<file path="config.mk">
export PLATFORM = sky130hd
export DESIGN_NAME = vedic_seq_mult
export DESIGN_NICKNAME = d
export VERILOG_FILES = /design/src/rtl/vedic_seq_mult.sv
export SDC_FILE = /design/constraint.sdc
export NUM_CORES = 1
export LEC_CHECK = 0
export ABC_AREA = 0
export CAP_MARGIN = 30
export CORE_ASPECT_RATIO = 1.25
export CORE_UTILIZATION = 40
export DETAILED_ROUTE_END_ITERATION = 7
export PLACE_DENSITY = 0.65
export SLEW_MARGIN = 20
export SYNTH_ARGS = -nofsm -noshare
export SYNTH_HDL_FRONTEND = slang
export SYNTH_SLANG_ARGS = --single-unit
</file>
<file path="constraint.sdc">
create_clock -name CLK -period 8.7 [get_ports CLK]
set_input_delay 1.74 -clock CLK [delete_from_list [all_inputs] [get_ports CLK]]
set_output_delay 1.74 -clock CLK [all_outputs]
set_load 0.03 [all_outputs]
</file>
<file path="src/rtl/vedic_seq_mult.sv">
// Multi-cycle unsigned WIDTH x WIDTH multiplier built around one 2x2 vedic core.
// Each CALC cycle multiplies one digit pair and shift-accumulates it into a double-width sum.

module vedic_2bits (
    input  logic [1:0] a,
    input  logic [1:0] b,
    output logic [3:0] q
);
    logic cross_lo;
    logic cross_hi;
    logic carry1;
    logic top;

    assign cross_lo = a[1] & b[0];
    assign cross_hi = a[0] & b[1];
    assign carry1   = cross_lo & cross_hi;
    assign top      = a[1] & b[1];

    assign q[0] = a[0] & b[0];
    assign q[1] = cross_lo ^ cross_hi;
    assign q[2] = top ^ carry1;
    assign q[3] = top & carry1;
endmodule

module vedic_seq_mult #(
    parameter int WIDTH = 8
) (
    input  logic                 CLK,
    input  logic                 RST,
    input  logic                 in_valid,
    output logic                 in_ready,
    input  logic [WIDTH-1:0]     A,
    input  logic [WIDTH-1:0]     B,
    output logic                 out_valid,
    input  logic                 out_ready,
    output logic [2*WIDTH-1:0]   P,
    output logic                 busy
);
    localparam int N  = WIDTH / 2;
    localparam int IW = (N > 1) ? $clog2(N) : 1;
    localparam int PW = 2 * WIDTH;

    if ((WIDTH % 2) != 0 || WIDTH < 2) begin : g_bad_width
        $error("vedic_seq_mult: WIDTH must be even and >= 2");
    end

    typedef enum logic [1:0] {
        IDLE,
        CALC,
        DONE
    } state_t;

    state_t         state;
    state_t         state_nxt;
    logic [WIDTH-1:0] a_r;
    logic [WIDTH-1:0] b_r;
    logic [PW-1:0]  acc;
    logic [PW-1:0]  acc_sum;
    logic [PW-1:0]  q_ext;
    logic [IW-1:0]  i;
    logic [IW-1:0]  j;
    logic [IW:0]    digit_sum;
    logic [3:0]     q_core;
    logic           last_i;
    logic           last_j;

    assign last_i = (i == IW'(N - 1));
    assign last_j = (j == IW'(N - 1));

    vedic_2bits u_core (
        .a (a_r[2*i +: 2]),
        .b (b_r[2*j +: 2]),
        .q (q_core)
    );

    // Partial product weight is 4^(i+j), i.e. a left shift by 2*(i+j).
    always_comb begin
        q_ext        = '0;
        q_ext[3:0]   = q_core;
        digit_sum    = {1'b0, i} + {1'b0, j};
        acc_sum      = acc + (q_ext << {digit_sum, 1'b0});
    end

    // NOTE: every output of this block gets a default first so no latch is inferred.
    always_comb begin
        state_nxt = state;
        in_ready  = 1'b0;
        out_valid = 1'b0;
        busy      = 1'b0;
        case (state)
            IDLE: begin
                in_ready = 1'b1;
                if (in_valid) state_nxt = CALC;
            end
            CALC: begin
                busy = 1'b1;
                if (last_i && last_j) state_nxt = DONE;
            end
            DONE: begin
                busy      = 1'b1;
                out_valid = 1'b1;
                if (out_ready) state_nxt = IDLE;
            end
            default: state_nxt = IDLE;
        endcase
    end

    // NOTE: sequential state uses non-blocking assignments so all registers update together.
    always_ff @(posedge CLK or posedge RST) begin
        if (RST) state <= IDLE;
        else     state <= state_nxt;
    end

    always_ff @(posedge CLK or posedge RST) begin
        if (RST) begin
            a_r <= '0;
            b_r <= '0;
            acc <= '0;
            i   <= '0;
            j   <= '0;
            P   <= '0;
        end else begin
            case (state)
                IDLE: begin
                    if (in_valid) begin
                        a_r <= A;
                        b_r <= B;
                        acc <= '0;
                        i   <= '0;
                        j   <= '0;
                    end
                end
                CALC: begin
                    acc <= acc_sum;
                    if (last_j) begin
                        j <= '0;
                        i <= last_i ? '0 : i + 1'b1;
                    end else begin
                        j <= j + 1'b1;
                    end
                    if (last_i && last_j) P <= acc_sum;
                end
                default: ;
            endcase
        end
    end
endmodule
</file>
==> impl_metrics.csv <==
group,metric,value,unit
status,outcome,"finished, final reports clean",
die,rows,36,
clock_tree,root_buffer,"clkbuf_8",
sta,fmax,241,MHz
clock_tree,h-tree-depth,2,
setup_path,critPathBufInv,0,
die,start_util,41.4,%
routing,avgViaCountPerCell,5.45,
die,fp.dieW,82.3,µm
global_route,grt_overflow,0,
worst_hold_path,min_path_type,"flop to flop",
sta,fin_crit_sh,47.6,%
setup_path,crit_chain,"mux4_2 > and2_1 > ha_1 > ha_1 > nor2b_1 > a31oi_1 > nor2_1 > ha_1 > and2b_1 > o21ai_1 > a21oi_1 > o21ai_1 > a21oi_1 > nor4b_1 > or3_1",
finish,seq_area,1350,µm²
global_route,grt_usage,19.0,%
setup_path,path_common_cell,"ha_1",
power,power_per_cell_area,273,nW/µm²
sta,final.min_clock_period,4140,ps
die,pin_count,39,
synthesis,synth.avg_cell_area,9.43,µm²
clock_tree,clk_path_buf_depth,2,
clock_tree,cts_tree,"done",
placed_design,gp_congestion,0.862,
routing,drt_wl_total,7090,µm
power,vdd_drop_max,227,µV
finish,antenna_cells,0,
routing,avgRoutedWirePerCell,15.1,µm
die,coreArea,7790,µm²
die,die_y,102,µm
setup_path,crit_path_end_kind,"flop",
routing,drcViolationCount,0,
synthesis,seq_area_frac_synth,41.9,%
clock_tree,cts_made_buffers,5,
setup_path,crit_arrival,4340,ps
die,dieArea,8430,µm²
clock_tree,cts.clk_slew.worst_paths,100,ps
setup_path,critPathMaxFanout,7,
synthesis,yosysWarningCount,0,
sta,maxSlewViolCount,0,
placed_design,dpl_worst_slack,4570,ps
synthesis,netlist_area,3220,µm²
finish,nNetsFinal,420,
sta,grt_setup_unrepaired,"no",
setup_path,worstPathRequired,8900,ps
sta,slew_headroom,54.4,%
placed_design,dpl.hpwl,5440,µm
routing,drt_iter0_drc,158,
placed_design,numPortBuffers,38,
setup_path,start_kind,"flop",
run,cap_violations,0,
clock_tree,cts_num_sinks,54,
setup_path,cpPeakStageDelay,550,ps
sta,setup_viol,0,
synthesis,synthCells,342,
routing,vias,2561,
finish,fill_cells,750,
synthesis,synth-seq-cells,54,
routing,dr.pass1.iters,4,
sta,worst_slew_pin_slew,684,ps
power,p_leak,1.64,nW
clock_tree,clock_latency,310,ps
global_route,grt_pass1_wl,12100,µm
finish,synthToLayoutAreaGrowth,17.7,%
global_route,grt_max_degree,55,
clock_tree,holdBufCountCts,0,
setup_path,path_class,"flop to flop",
finish,multi_input_area,1750,µm²
global_route,grt_pass1_vias,2553,
finish,drive_gt1_share,9.60,%
global_route,grt_antenna_before_repair,0,
sta,hold_viol_final,0,
clock_tree,post_cts_buffers,0,
setup_path,cpMaxStageDelayCell,"mux4_2",
setup_path,cpLargestDelayFamily,"simple AND/OR/NAND/NOR gates",
sta,skew,3.66,ps
routing,ant_nets,0,
synthesis,synth_cell_types,41,
setup_path,r2r_setup_slack,4560,ps
sta,setup_tns,0,ps
clock_tree,cts_resized,0,
sta,setup_ws,4560,ps
synthesis,synthesis.nets,388,
-- worst min-delay path, cell delays in order, from the launching register on --
cell     delay [ps]
dfrtp_1         350
nand2_1          50
o21ai_0          60
-- report_power, final --
part | switching [W] | total (W) | internal [W] | leakage (nW)
registers | 0.0000443 | 0.000358 | 0.000314 | 0.710
logic | 0.000291 | 0.000507 | 0.000217 | 0.876
clock network | 0.0000865 | 0.000172 | 0.0000857 | 0.0504
total | 0.000421 | 0.00104 | 0.000616 | 1.64
-- through the flow --
step | instances | util, % | hold slack (ps) | power [W] | instance area, µm²
6_report | 470 | 48.7 | 485 | 0.00104 | 3800
4_1_cts | 470 | 48.7 | 494 | 0.00105 | 3800
5_1_grt | 470 | 48.7 | 518 | 0.00112 | 3800
3_5_place_dp | 462 | 47.3 | 471 | 0.000874 | 3680
2_1_floorplan | 342 | - | 455 | 0.000744 | 3220
3_3_place_gp | 462 | 47.2 | 462 | 0.000858 | 3680
-- layout make-up --
class,count,share of cell area [%]
clock buffer,5,1.81
clock inverter,3,1.19
tap,95,3.13
timing repair buffer,40,10.4
inverter,18,1.78
sequential,54,35.6
multi-input combinational,255,46.1
-- Yosys cell counts --
cell type  instances  area [µm²]
nor4b_1            1        8.76
or3_1              3        18.8
or2_2              2        12.5
o31ai_1            3        22.5
mux2_2            16         180
a22o_1             3        26.3
a31oi_1            6        37.5
nor2_1            21        78.8
nor3_1             5        25.0
mux2i_1            2        20.0
a211o_1            1        8.76
nor2b_1            3        18.8
o21ai_1            4        20.0
o22ai_1            4        25.0
and3_1             1        6.26
xnor2_1            7        61.3
ha_1              24         300
and2b_1            1        7.51
and2_1             4        25.0
fa_1               2        40.0
nand3b_1           1        7.51
nor4_4             1        21.3
o311ai_0           2        17.5
mux4_2             4        90.1
buf_2              4        20.0
dfrtp_1           54        1350
a211oi_1           4        30.0
o211ai_1           1        7.51
nand2_1           50         188
o21ai_0           33         165
o21a_1             2        15.0
nand3_1            8        40.0
nand2b_1           6        37.5
inv_1             18        67.6
a21oi_1           17        85.1
nand2_2            1        6.26
o21bai_1           1        7.51
a21o_1             3        22.5
xor2_1             4        35.0
nand4_1            4        25.0
clkbuf_1          11        41.3
-- kinds of logic (layout without fill, tap and decap cells) --
family	Yosys count	after routing	share of synthesized area, %
xor+xnor	11	11	2.99
fa+ha+maj	26	26	10.6
mux	22	22	9.00
flops	54	54	41.9
simple gates	112	112	16.3
compound gates	84	84	15.2
buf+inv	33	66	4.00
-- metal layers --
metal / part of all wire (%) / wire (µm) / track usage [%] / vias to the layer above
li1: - / - / - / 1262
met1: 43 / 3060 / 22.6 / 1232
met2: 51 / 3650 / 34.1 / 53
met3: 2.8 / 196 / 2.68 / 14
met4: 2.6 / 185 / 7.15 / 0
met5: 0 / 0 / 0 / -
-- cell usage in the layout (no fill, tap or decap), types with 2 or more instances in the layout --
cell             Yosys  layout
dfrtp_1             54      54
nand2_1             50      50
clkdlybuf4s50_1      0      38
o21ai_0             33      33
ha_1                24      24
nor2_1              21      21
inv_1               18      17
a21oi_1             17      17
mux2_2              16      16
nand3_1              8       7
xnor2_1              7       7
nand2b_1             6       6
a31oi_1              6       6
nor3_1               5       5
clkbuf_8             0       5
and2_1               4       4
o22ai_1              4       4
a211oi_1             4       4
nand4_1              4       4
o21ai_1              4       4
xor2_1               4       4
mux4_2               4       4
a22o_1               3       3
or3_1                3       3
a21o_1               3       3
o31ai_1              3       3
nor2b_1              3       3
mux2i_1              2       2
or2_2                2       2
o21a_1               2       2
o311ai_0             2       2
fa_1                 2       2
clkinvlp_4           0       2
buf_4                0       2
-- sequential cells by signal, indices dropped and copies added (netlist names) --
signal  cells
acc        16
a_r         8
b_r         8
j           2
P          16
state       2
i           2
-- worst paths after layout --
| path | end | from | cells after the start |
|---|---|---|---|
| setup / recovery | acc[12]$_DFFE_PP0P_ | i[0]$_DFFE_PP0P_ | 15 |
| hold / removal | P[13]$_DFFE_PP0P_ | P[13]$_DFFE_PP0P_ | 2 |
| setup reg to reg | acc[12]$_DFFE_PP0P_ | i[0]$_DFFE_PP0P_ | 15 |
| hold reg to reg | P[13]$_DFFE_PP0P_ | P[13]$_DFFE_PP0P_ | 2 |
| max in group asynchronous | acc[10]$_DFFE_PP0P_ | RST | 3 |
| min in group asynchronous | P[12]$_DFFE_PP0P_ | RST | 3 |
Note: power is estimated with default switching activity, not from simulation.
